$ cat config.mk
export PLATFORM = sky130hd
export DESIGN_NAME = scc_serial_rx_endpoint
export DESIGN_NICKNAME = d
export VERILOG_FILES = /design/src/rtl/scc_iigs_pkg.sv /design/src/rtl/scc_rx_fifo.sv /design/src/rtl/scc_serial_rx_endpoint.sv
export SDC_FILE = /design/constraint.sdc
export NUM_CORES = 1
export LEC_CHECK = 0
export BUFFER_PORTS_ARGS = -buffer_cell sky130_fd_sc_hd__buf_2
export CAP_MARGIN = 20
export CORE_ASPECT_RATIO = 1.5
export CORE_MARGIN = 4
export CORE_UTILIZATION = 45
export CTS_BUF_LIST = sky130_fd_sc_hd__clkbuf_4
export CTS_CLUSTER_DIAMETER = 60
export CTS_CLUSTER_SIZE = 24
export DETAILED_ROUTE_END_ITERATION = 10
export PLACE_DENSITY = 0.75
export SYNTH_ARGS = -nofsm -noshare
export SYNTH_HDL_FRONTEND = slang
export SYNTH_SLANG_ARGS = --single-unit
$ cat constraint.sdc
create_clock -name clk_14m -period 7.91 [get_ports clk_14m]
set_clock_uncertainty 0.05 [all_clocks]
set_input_delay 1.1865 -clock clk_14m [delete_from_list [all_inputs] [get_ports clk_14m]]
set_output_delay 1.1865 -clock clk_14m [all_outputs]
set_load 0.02 [all_outputs]
$ cat src/rtl/scc_iigs_pkg.sv
// Shared definitions for the IIgs SCC serial receive endpoint.
//   - rx_state_t        : receiver FSM states
//   - SCC_OVERSAMPLE_DEF: default sample ticks per bit
//   - SCC_FIFO_DEPTH_DEF: default receive FIFO depth
//   - SCC_BAUD_DIV_9600 : clk_14m cycles per sample tick for ~9600 baud
package scc_iigs_pkg;

  localparam int unsigned SCC_OVERSAMPLE_DEF = 16;
  localparam int unsigned SCC_FIFO_DEPTH_DEF = 4;
  localparam logic [15:0] SCC_BAUD_DIV_9600  = 16'd93;

  typedef enum logic [2:0] {
    ST_IDLE,
    ST_START,
    ST_DATA,
    ST_STOP,
    ST_WAIT_HIGH
  } rx_state_t;

endpackage

$ cat src/rtl/scc_rx_fifo.sv
// Receive byte FIFO for the SCC serial endpoint.
// Ports:
//   clk_14m, reset  : clock, asynchronous active-high reset
//   i_push/i_data   : byte to store (dropped with o_overrun if full and no pop)
//   i_pop           : pop request, ignored while empty
//   o_head/o_valid  : head entry (combinational from storage) / non-empty
//   o_count         : occupancy 0..DEPTH
//   o_overrun       : one-cycle pulse when a push is dropped
module scc_rx_fifo #(
  parameter int unsigned DEPTH = 4
) (
  input  logic                     clk_14m,
  input  logic                     reset,
  input  logic                     i_push,
  input  logic [7:0]               i_data,
  input  logic                     i_pop,
  output logic [7:0]               o_head,
  output logic                     o_valid,
  output logic [$clog2(DEPTH):0]   o_count,
  output logic                     o_overrun
);
  localparam int unsigned PW = $clog2(DEPTH);
  localparam int unsigned CW = PW + 1;

  logic [7:0]    r_mem [DEPTH];
  logic [PW-1:0] r_wr_ptr;
  logic [PW-1:0] r_rd_ptr;
  logic [CW-1:0] r_count;
  logic          r_overrun;

  logic w_pop;
  logic w_full;
  logic w_wr;

  assign w_pop  = i_pop && (r_count != '0);
  assign w_full = (r_count == CW'(DEPTH));
  // A pop on the same cycle frees the slot, so a full FIFO still accepts.
  assign w_wr   = i_push && (!w_full || w_pop);

  always_ff @(posedge clk_14m or posedge reset) begin
    if (reset) begin
      for (int unsigned i = 0; i < DEPTH; i++) r_mem[i] <= '0;
      r_wr_ptr  <= '0;
      r_rd_ptr  <= '0;
      r_count   <= '0;
      r_overrun <= 1'b0;
    end else begin
      if (w_wr) begin
        r_mem[r_wr_ptr] <= i_data;
        r_wr_ptr        <= r_wr_ptr + 1'b1;
      end
      if (w_pop) r_rd_ptr <= r_rd_ptr + 1'b1;
      if (w_wr && !w_pop)      r_count <= r_count + 1'b1;
      else if (!w_wr && w_pop) r_count <= r_count - 1'b1;
      r_overrun <= i_push && w_full && !w_pop;
    end
  end

  assign o_head    = r_mem[r_rd_ptr];
  assign o_valid   = (r_count != '0);
  assign o_count   = r_count;
  assign o_overrun = r_overrun;

endmodule

$ cat src/rtl/scc_serial_rx_endpoint.sv
// 8N1 serial receiver fed by the SCC port A txd, with receive FIFO and
// registered cts flow control.
// Ports:
//   clk_14m    : 14.32 MHz master clock
//   reset      : asynchronous, active-high
//   baud_div   : clk_14m cycles per sample tick (0 behaves as 1)
//   rxd        : asynchronous serial input, idle high
//   cts        : high while the FIFO has room beyond one in-flight byte
//   rx_data    : FIFO head byte; rx_valid: FIFO non-empty
//   rx_ready   : host pop when rx_valid is high
//   frame_err  : pulse when the stop bit is sampled low
//   overrun    : pulse when a good byte is dropped on a full FIFO
//   fifo_count : FIFO occupancy
module scc_serial_rx_endpoint
  import scc_iigs_pkg::*;
#(
  parameter int unsigned FIFO_DEPTH = SCC_FIFO_DEPTH_DEF,
  parameter int unsigned OVERSAMPLE = SCC_OVERSAMPLE_DEF
) (
  input  logic                          clk_14m,
  input  logic                          reset,
  input  logic [15:0]                   baud_div,
  input  logic                          rxd,
  output logic                          cts,
  output logic [7:0]                    rx_data,
  output logic                          rx_valid,
  input  logic                          rx_ready,
  output logic                          frame_err,
  output logic                          overrun,
  output logic [$clog2(FIFO_DEPTH):0]   fifo_count
);
  localparam int unsigned CW    = $clog2(FIFO_DEPTH) + 1;
  localparam int unsigned IDX_W = (OVERSAMPLE > 2) ? $clog2(OVERSAMPLE) : 1;
  localparam logic [IDX_W-1:0] IDX_MID  = IDX_W'(OVERSAMPLE / 2 - 1);
  localparam logic [IDX_W-1:0] IDX_LAST = IDX_W'(OVERSAMPLE - 1);

  logic             r_rxd_meta;
  logic             r_rxd_sync;
  rx_state_t        r_state;
  logic [15:0]      r_tick_cnt;
  logic [IDX_W-1:0] r_tick_idx;
  logic [2:0]       r_bit_cnt;
  logic [7:0]       r_shift;
  logic             r_frame_err;
  logic             r_cts;

  rx_state_t        w_state_nxt;
  logic [15:0]      w_tick_cnt_nxt;
  logic [IDX_W-1:0] w_tick_idx_nxt;
  logic [2:0]       w_bit_cnt_nxt;
  logic [7:0]       w_shift_nxt;
  logic             w_push;
  logic             w_frame_err_nxt;
  logic [15:0]      w_div_last;
  logic             w_tick;
  logic [CW-1:0]    w_fifo_count;

  assign w_div_last = (baud_div == '0) ? '0 : baud_div - 16'd1;
  assign w_tick     = (r_tick_cnt == w_div_last);

  always_ff @(posedge clk_14m or posedge reset) begin
    if (reset) begin
      r_rxd_meta  <= 1'b1;
      r_rxd_sync  <= 1'b1;
      r_state     <= ST_IDLE;
      r_tick_cnt  <= '0;
      r_tick_idx  <= '0;
      r_bit_cnt   <= '0;
      r_shift     <= '0;
      r_frame_err <= 1'b0;
      r_cts       <= 1'b1;
    end else begin
      r_rxd_meta  <= rxd;
      r_rxd_sync  <= r_rxd_meta;
      r_state     <= w_state_nxt;
      r_tick_cnt  <= w_tick_cnt_nxt;
      r_tick_idx  <= w_tick_idx_nxt;
      r_bit_cnt   <= w_bit_cnt_nxt;
      r_shift     <= w_shift_nxt;
      r_frame_err <= w_frame_err_nxt;
      r_cts       <= (w_fifo_count < CW'(FIFO_DEPTH - 1));
    end
  end

  always_comb begin
    w_state_nxt     = r_state;
    w_tick_cnt_nxt  = r_tick_cnt;
    w_tick_idx_nxt  = r_tick_idx;
    w_bit_cnt_nxt   = r_bit_cnt;
    w_shift_nxt     = r_shift;
    w_push          = 1'b0;
    w_frame_err_nxt = 1'b0;

    if (r_state == ST_IDLE || r_state == ST_WAIT_HIGH) w_tick_cnt_nxt = '0;
    else w_tick_cnt_nxt = w_tick ? '0 : r_tick_cnt + 16'd1;

    case (r_state)
      ST_IDLE: begin
        w_tick_idx_nxt = '0;
        w_bit_cnt_nxt  = '0;
        if (!r_rxd_sync) w_state_nxt = ST_START;
      end
      ST_START: begin
        if (w_tick) begin
          if (r_tick_idx == IDX_MID) begin
            w_tick_idx_nxt = '0;
            w_state_nxt    = r_rxd_sync ? ST_IDLE : ST_DATA;
          end else begin
            w_tick_idx_nxt = r_tick_idx + 1'b1;
          end
        end
      end
      ST_DATA: begin
        if (w_tick) begin
          if (r_tick_idx == IDX_LAST) begin
            w_tick_idx_nxt = '0;
            w_shift_nxt    = {r_rxd_sync, r_shift[7:1]};
            w_bit_cnt_nxt  = r_bit_cnt + 3'd1;
            if (r_bit_cnt == 3'd7) w_state_nxt = ST_STOP;
          end else begin
            w_tick_idx_nxt = r_tick_idx + 1'b1;
          end
        end
      end
      ST_STOP: begin
        if (w_tick) begin
          if (r_tick_idx == IDX_LAST) begin
            w_tick_idx_nxt = '0;
            if (r_rxd_sync) begin
              w_push      = 1'b1;
              w_state_nxt = ST_IDLE;
            end else begin
              w_frame_err_nxt = 1'b1;
              w_state_nxt     = ST_WAIT_HIGH;
            end
          end else begin
            w_tick_idx_nxt = r_tick_idx + 1'b1;
          end
        end
      end
      ST_WAIT_HIGH: begin
        if (r_rxd_sync) w_state_nxt = ST_IDLE;
      end
      default: w_state_nxt = ST_IDLE;
    endcase
  end

  scc_rx_fifo #(
    .DEPTH(FIFO_DEPTH)
  ) u_fifo (
    .clk_14m  (clk_14m),
    .reset    (reset),
    .i_push   (w_push),
    .i_data   (r_shift),
    .i_pop    (rx_ready),
    .o_head   (rx_data),
    .o_valid  (rx_valid),
    .o_count  (w_fifo_count),
    .o_overrun(overrun)
  );

  assign fifo_count = w_fifo_count;
  assign frame_err  = r_frame_err;
  assign cts        = r_cts;

endmodule

Word-level counts from Yosys, hierarchy flattened
Cells that the tools add are included.
Widths: inputs -> output; s select.
{"block": "op_classes", "mux": 39, "magnitude_cmp": 4, "eq_ne": 19, "reduce_logical": 23, "bitwise_logic": 2, "add_sub_neg": 8}
{"cell": "$mux 16", "count": 3}
{"cell": "$mux 3", "count": 14}
{"cell": "$bwmux 32", "count": 1}
{"cell": "$mux 8", "count": 3}
{"cell": "$ne 2x2->1 const B", "count": 9}
{"cell": "$add 16x1->16 const B", "count": 1}
{"cell": "$bmux 8 s2", "count": 1}
{"cell": "$demux 8 s2", "count": 1}
{"cell": "$eq 16x16->1", "count": 1}
{"cell": "$logic_not 16->1", "count": 1}
{"cell": "$mux 4", "count": 4}
{"cell": "$sub 16x1->16 const B", "count": 1}
{"cell": "$pmux 3 s5", "count": 1}
{"cell": "$pmux 4 s3", "count": 1}
{"cell": "$eq 3x3->1 const B", "count": 3}
{"cell": "$reduce_and 3->1", "count": 3}
{"cell": "$reduce_and 9->1", "count": 1}
{"cell": "$mux 1", "count": 8}
{"cell": "$logic_and 1x1->1", "count": 7}
{"cell": "$add 3x1->3 const B", "count": 2}
{"cell": "$eq 3x2->1 const B", "count": 2}
{"cell": "$ge 3x3->1 const B", "count": 2}
{"cell": "$not 2->3", "count": 2}
{"cell": "$pmux 3 s2", "count": 1}
{"cell": "16 further kinds", "count": 22}
{"block": "word_totals", "word_cells": 112, "input_bits": 20, "register_bits": 78}

Longest topological paths before layout
Gate-level depths: netlist (run 1).
{"block": "depth", "depth_word": 10, "depth_mapped": 17, "mapped_depth_nobuf": 15}

Cells and area by module
From an unflattened synthesis (run 1), not the netlist that was laid out.
{"block": "unflattened", "cells_unflattened": 412, "hier_area_um2": 4639.4}
{"mod": "scc_serial_rx_endpoint", "cells_each": 295, "n_inst": 1, "area_per_inst_um2": 2658.8}
{"mod": "scc_rx_fifo", "cells_each": 117, "n_inst": 1, "area_per_inst_um2": 1980.6}

Least setup slack after synthesis (run 1)
No wires, ideal clock.
{"block": "synth_timing", "path_kind": "input port to flip-flop", "startpoint": "in baud_div[0]", "endpoint": "reg u_fifo.r_count[2], in the netlist u_fifo.o_count[2]", "setup_slack_ns": 2.539, "arrival_time_ns": 5.241, "required_time_ns": 7.780, "path_buffers": 2, "stages": 17, "cell_sequence": "inv_1 -> ha_1 -> or3b_1 -> buf_6 -> or4_4 -> o211ai_2 -> o31ai_1 -> or4_4 -> nor4_4 -> buf_6 -> and2_2 -> ha_1 -> inv_1 -> fa_1 -> xor2_1 -> nor2_1 -> xor2_1"}
{"block": "synth_via", "elab_chain_cells": 9, "word_cells_on_any_way": 12}
{"item": "start, declared", "line_no": "scc_serial_rx_endpoint.sv:22", "rtl": "input logic [15:0] baud_div,"}
{"item": "$sub 16x1->16 / $logic_not 16->1 (equally long branches)", "line_no": "scc_serial_rx_endpoint.sv:58", "rtl": "assign w_div_last = (baud_div == '0) ? '0 : baud_div - 16'd1;"}
{"item": "$mux 16 (*)", "line_no": "scc_serial_rx_endpoint.sv:58"}
{"item": "$eq 16x16->1 (*)", "line_no": "scc_serial_rx_endpoint.sv:59", "rtl": "assign w_tick = (r_tick_cnt == w_div_last);"}
{"item": "$mux 1 (*)", "line_no": "scc_serial_rx_endpoint.sv:126", "rtl": "if (w_tick) begin"}
{"item": "$mux 1 (*)", "line_no": "scc_serial_rx_endpoint.sv:97", "rtl": "case (r_state)"}
{"item": "$logic_and 1x1->1 (*)", "line_no": "scc_rx_fifo.sv:38", "rtl": "assign w_wr = i_push && (!w_full || w_pop);"}
{"item": "via u_fifo.w_wr", "line_no": "scc_rx_fifo.sv:33", "rtl": "logic w_wr;"}
{"item": "$logic_not 1->1", "line_no": "scc_rx_fifo.sv:54", "rtl": "else if (!w_wr && w_pop) r_count <= r_count - 1'b1;"}
{"item": "$logic_and 1x1->1", "line_no": "scc_rx_fifo.sv:54"}
{"item": "$reduce_bool 2->1 (no line)"}
{"item": "end signal, assigned", "line_no": "scc_rx_fifo.sv:53", "rtl": "if (w_wr && !w_pop) r_count <= r_count + 1'b1;"}
{"item": "end signal, assigned", "line_no": "scc_rx_fifo.sv:54"}
{"item": "end, declared", "line_no": "scc_rx_fifo.sv:28", "rtl": "logic [CW-1:0] r_count;"}
The timed path passes the listed nets; every way through them passes the cells marked *.
A chain may end at the register's enable or synchronous reset.

Worst setup path after layout (run 1)
Ends and elaborated chain as after synthesis.

==> flow_summary.toml, run 1 <==
[global_routing]
grt_first_pass_wirelength_um = 16300
grt_usage = 0.167
gr-total-overflow = 0
first_global_vias = 3375
use_met1 = 0.196
grt.busiest_layer = "met2"
use_met3 = 0.0228
grt_max_degree = 79
antenna_found_initial = 0
use_met2 = 0.294

[clock_tree]
clk_latency_ns = 0.44
htreeDepth = 3
cts_resized = 0
tritoncts = "yes"
cts_setup_buffers = 0
clk_pin_slew_ns = 0.12
cts_buffers = 9
clock-root-buffer = "clkbuf_4"
cts_sinks = 78
cts_hold_buf = 0
clock_path_buffers = 2

[yosys]
ys_ff_latch = 78
synth_top_area_cell = "dfrtp_1"
ys_async_sr_fraction = 1.00
netlist-cell-type-count = 69
synth_top_area_share = 0.402
synth_fp_nets = 459
ys_seq_area_frac = 0.419
synthFlopType = "dfrtp_1"
synth.area.top_cells = "dfrtp_1 40%, mux2_1 5.3%, mux2_2 4.8%, mux4_2 3.9%, xnor2_1 3.8%"
yosys_warnings = 0
avgSynthCellArea_um2 = 10.9
synth_edf_count = 0
syn-cell-area_um2 = 4670
synthCells = 428

[sta]
rsz0062_at_grt = "no"
hold_viol = 0
fin_ws_ns = 2.88
tightest_slew_ns = 0.933
final_max_slew_viol_count = 0
setup_viol = 0
fin_crit_sh = 0.636
max_clock_freq_mhz = 199
fin_crit_ns = 5.03
max_slew_margin = 0.372
finalSetupTns_ns = 0

[cells_and_area]
layout_commonest_cell = "dfrtp_1"
n_antenna_cell = 0
fin_nets = 479
syn_to_final_growth_pct = 7.02
drive_gt1_frac = 0.219
final_cell_mix = "75 x dfrtp_1, 34 x buf_2, 32 x nor2_1, 22 x mux2_1"
fill_cells = 892

[worst_setup_path]
arrival_ns = 5.35
startpoint_type = "input port"
cp_max_fo = 17
setup.worst_path.class = "in -> reg"
required_ns = 8.22
cp-end-kind = "flip-flop"

[power]
p_switching_uw = 259
pwr-share-clk = 0.273
switching_share = 0.323
power.leakage_uw = 0.00231
power_density_nw_per_um2 = 160
peakVddDrop_v = 0.0000624
p_int_uw = 542
p_comb_frac = 0.160
total_power_uw = 802
pwr-share-seq = 0.567

[routing]
routedWlPerCell_um = 16.9
drtIter0Drc = 224
firstDrtPassIters = 4
vias = 3413
route.detailed.drc = 0
wirelength_um = 9650
antenna_left = 0
vias_per_cell = 5.99

[place]
pre_cts_ws_ns = 2.43
io_buffers = 34
routabilityCongestion = 0.895
hpwl_um = 7110

[floorplan]
rows = 45
core-area_um2 = 10100
die_h_um = 133
fp.dieArea_um2 = 12100
die_w_um = 91.2
start_util = 0.461
ioPinCount = 35

[outcome]
status = "finished, final reports clean"

[min_path]
hold_class = "reg -> reg"

[run]
cap_viol_max_count = 0
-- path summary, 6_finish.rpt --
path	startpoint	endpoint	slack (ns)	cells past startpoint
max	baud_div[0]	u_fifo.o_count[2]	2.88	17
min	r_rxd_meta	r_rxd_sync	0.32	0
min reg2reg	r_rxd_meta	r_rxd_sync	0.32	0
min in group asynchronous	reset	u_fifo.r_mem[21]	0.97	3
max in group asynchronous	reset	u_fifo.r_wr_ptr[1]	6.22	3
max reg2reg	r_tick_cnt[10]	u_fifo.o_count[2]	4.01	14
-- power by group through the flow --
stage	Sequential [uW]	Combinational (uW)	Clock (uW)
final	454	128	219
after CTS	453	129	227
after detailed placement	459	129	0
after global routing	458	146	248
after floorplan	437	114	0
after global placement	459	123	0
-- area by class of cell --
type,count,area [um^2],area share
multi-input cells,310,2540,0.508
flip-flops and latches,78,1960,0.391
repair buffers,36,185,0.0371
well taps,117,146,0.0293
clock buffers,9,67.6,0.0135
clock inverters,7,55.1,0.0110
inverters,13,48.8,0.00977
-- state kept, by name, summed over array words and instances, names as in the netlist --
name,cells
r_state,3
cts,1
u_fifo.r_rd_ptr,2
u_fifo.r_mem,32
r_bit_cnt,3
r_rxd_sync,1
r_tick_cnt,16
u_fifo.o_count,3
frame_err,1
u_fifo.o_overrun,1
r_shift,8
r_tick_idx,4
r_rxd_meta,1
u_fifo.r_wr_ptr,2
-- metrics by stage --
| stage | hold WS (ns) | std cells | cell area (um^2) | util |
|---|---|---|---|---|
| final | 0.318 | 570 | 5000 | 0.493 |
| after global placement | 0.296 | 554 | 4870 | 0.481 |
| after CTS | 0.319 | 570 | 5000 | 0.493 |
| after floorplan | 0.295 | 428 | 4670 | - |
| after detailed placement | 0.300 | 554 | 4870 | 0.481 |
| after global routing | 0.326 | 570 | 5000 | 0.493 |
-- Yosys cell counts (all sizes together) (4+ instances only) --
cell / instances
nor2: 32
and3: 13
ha: 10
a21oi: 7
nand2b: 4
clkbuf: 17
dfrtp: 75
inv: 13
nor2b: 7
nand3: 23
nand2: 18
xnor2: 20
nand4: 5
mux2i: 4
o211ai: 7
a211o: 5
or4: 8
o21ai: 9
xor2: 12
buf: 10
mux4: 8
o31ai: 8
nor3: 11
mux2: 42
or3: 6
nor4: 8
-- logic make-up after synthesis --
logic type	count (synthesis)	synth area share
AOI/OAI and AO/OA	61	0.0984
xor gates and xnor gates	34	0.0697
adders and majority gates	11	0.0311
buffers and inverters	40	0.0375
DFF	78	0.419
muxes	54	0.148
and+or+nand+nor	150	0.196
-- critical path, cell delays in order --
cell	delay [ns]
buf_2	0.13
inv_1	0.07
ha_1	0.28
or3b_1	0.55
or4_4	0.59
o211ai_2	0.16
o31ai_1	0.10
or4_4	0.44
nor4_4	0.26
buf_4	0.29
and2_2	0.23
ha_1	0.19
inv_1	0.06
fa_1	0.37
xor2_1	0.17
nor2_1	0.11
xor2_1	0.16
-- routing by layer --
| metal | up-vias | share of wire |
|---|---|---|
| met2 | 89 | 0.52 |
| met4 | 0 | 0.029 |
| met3 | 24 | 0.037 |
| met1 | 1688 | 0.41 |
| met5 | - | 0 |
| li1 | 1612 | - |
(Power assumes the default switching activity.)
==> run 2: changes to the inputs <==
- PLACE_DENSITY: 0.75 -> 0.77
- clock period: 7.91 -> 4.1 ns (I/O delays scaled with it)
==> run 2 against run 1 <==
Net effect: first-iteration DRC count shrank 35%; combinational power grew 100%; sequential cell count is the same; global-route usage grew 1.1 points; routed wire length grew 5.0%; critical path type is now reg -> reg; register-to-register slack lost 3.6 ns; clock-buffer cell count is the same; sequential power grew 92%; clock power grew to 2.6 times the previous value; setup slack lost 2.5 ns.
==> flow_summary.toml, run 2 (same netlist as run 1, synthesis figures left out) <==
[sta]
fin_ws_ns = 0.394
setup_viol = 0
max_slew_margin = 0.448
fin_crit_sh = 0.904
tightest_slew_ns = 0.827
max_clock_freq_mhz = 270
fin_crit_ns = 3.71
rsz0062_at_grt = "no"
hold_viol = 0
final_max_slew_viol_count = 0

[worst_setup_path]
slowest_stage = "or4_4"
path_delay_family = "simple AND/OR/NAND/NOR gates"
cp-end-kind = "flip-flop"
startpoint_type = "flip-flop"
critical_path_buf_inv_count = 1
crit_start = "r_tick_cnt[10]"
arrival_ns = 4.00
setup.worst_path.class = "reg -> reg"
r2r_start = "r_tick_cnt[10]"
required_ns = 4.39
cp_max_fo = 6
crit_chain = "xnor3_1 -> or4_4 -> o211ai_2 -> o31ai_1 -> or4_4 -> nor4_4 -> and2_4 -> ha_4 -> inv_2 -> fa_2 -> xor2_1 -> nor2_1 -> xor2_1"
max_stage_delay_ns = 0.55

[place]
pre_cts_ws_ns = -0.0283
dpl_cell_area_um2 = 5150
routabilityCongestion = 0.928
hpwl_um = 7890
io_buffers = 34

[power]
peakVddDrop_v = 0.000156
power_density_nw_per_um2 = 318
power.leakage_uw = 0.00249
total_power_uw = 1690

[clock_tree]
cts_sinks = 78
tritoncts = "yes"
clock_path_buffers = 2
clk_pin_slew_ns = 0.12
clk_latency_ns = 0.42
cts_hold_buf = 0
clock-root-buffer = "clkbuf_4"
htreeDepth = 3
cts_resized = 0
cts_buffers = 9
cts_setup_buffers = 0

[cells_and_area]
reg_top3 = "u_fifo.r_mem: 32 flops, r_tick_cnt: 16 flops, r_shift: 8 flops"
layout_commonest_cell = "dfrtp_1"
design_area_um2 = 5330
n_antenna_cell = 0
final_cell_mix = "75 x dfrtp_1, 34 x buf_2, 32 x nor2_1, 30 x buf_4, 22 x mux2_1"
top_register = "u_fifo.r_mem"
largest_register_ffs = 32
fin_nets = 508
drive_gt1_frac = 0.277
syn_to_final_growth_pct = 14.2

[routing]
route.detailed.drc = 0
antenna_left = 0
vias_per_cell = 5.85
wirelength_um = 10100
firstDrtPassIters = 4
routedWlPerCell_um = 16.9
drtIter0Drc = 145
vias = 3500

[global_routing]
grt_max_degree = 42
grt_usage = 0.178
grt_first_pass_wirelength_um = 17300
first_global_vias = 3652
gr-total-overflow = 0
antenna_found_initial = 0

[floorplan]
die_w_um = 91.2
die_h_um = 133
start_util = 0.461
core-area_um2 = 10100
ioPinCount = 35
fp.dieArea_um2 = 12100
rows = 45

[min_path]
hp-start = "rxd"
hold_class = "in -> reg"

[outcome]
status = "finished, final reports clean"

[run]
cap_viol_max_count = 0
run 2: path summary, 6_finish.rpt:
check                           slack (ns)  depth (start not counted)           endpoint
worst min-delay path                  0.25                          1         r_rxd_meta
min in group asynchronous             0.29                          2   u_fifo.r_mem[30]
worst max-delay path                  0.39                         13  u_fifo.o_count[2]
worst min register to register        0.32                          0         r_rxd_sync
max in group asynchronous             2.90                          3         r_rxd_meta
worst max register to register        0.39                         13  u_fifo.o_count[2]
run 2: per-layer routing:
layer,wire length [um],part of all wire,up-vias,track usage
met1,4050,0.40,1716,0.201
met4,278,0.027,0,0.0730
met3,317,0.031,24,0.0330
met2,5480,0.54,84,0.325
met5,0,0,-,0
li1,-,-,1676,-
run 2: area by class of cell:
cell class,count,area (um^2)
Inverter,13,68.8
Sequential cell,78,1960
Clock inverter,6,111
Tap cell,117,146
Multi-Input combinational cell,310,2570
Fill cell,896,4800
Clock buffer,9,67.6
Timing Repair Buffer,65,415
run 2: per-stage QoR:
step / setup TNS, ns / hold slack [ns] / std cells / util
floorplan: -0.943 / 0.295 / 428 / -
global placement: 0 / 0.298 / 583 / 0.508
detailed placement: -0.0283 / 0.300 / 583 / 0.508
CTS: 0 / 0.217 / 598 / 0.526
global route: 0 / 0.200 / 598 / 0.526
finish: 0 / 0.248 / 598 / 0.526
run 2: power by group:
part | internal (uW) | leakage [uW] | switching (uW) | total [uW]
clock network | 305 | 0.0000920 | 258 | 563
registers | 804 | 0.00105 | 68.0 | 872
logic | 123 | 0.00134 | 137 | 259
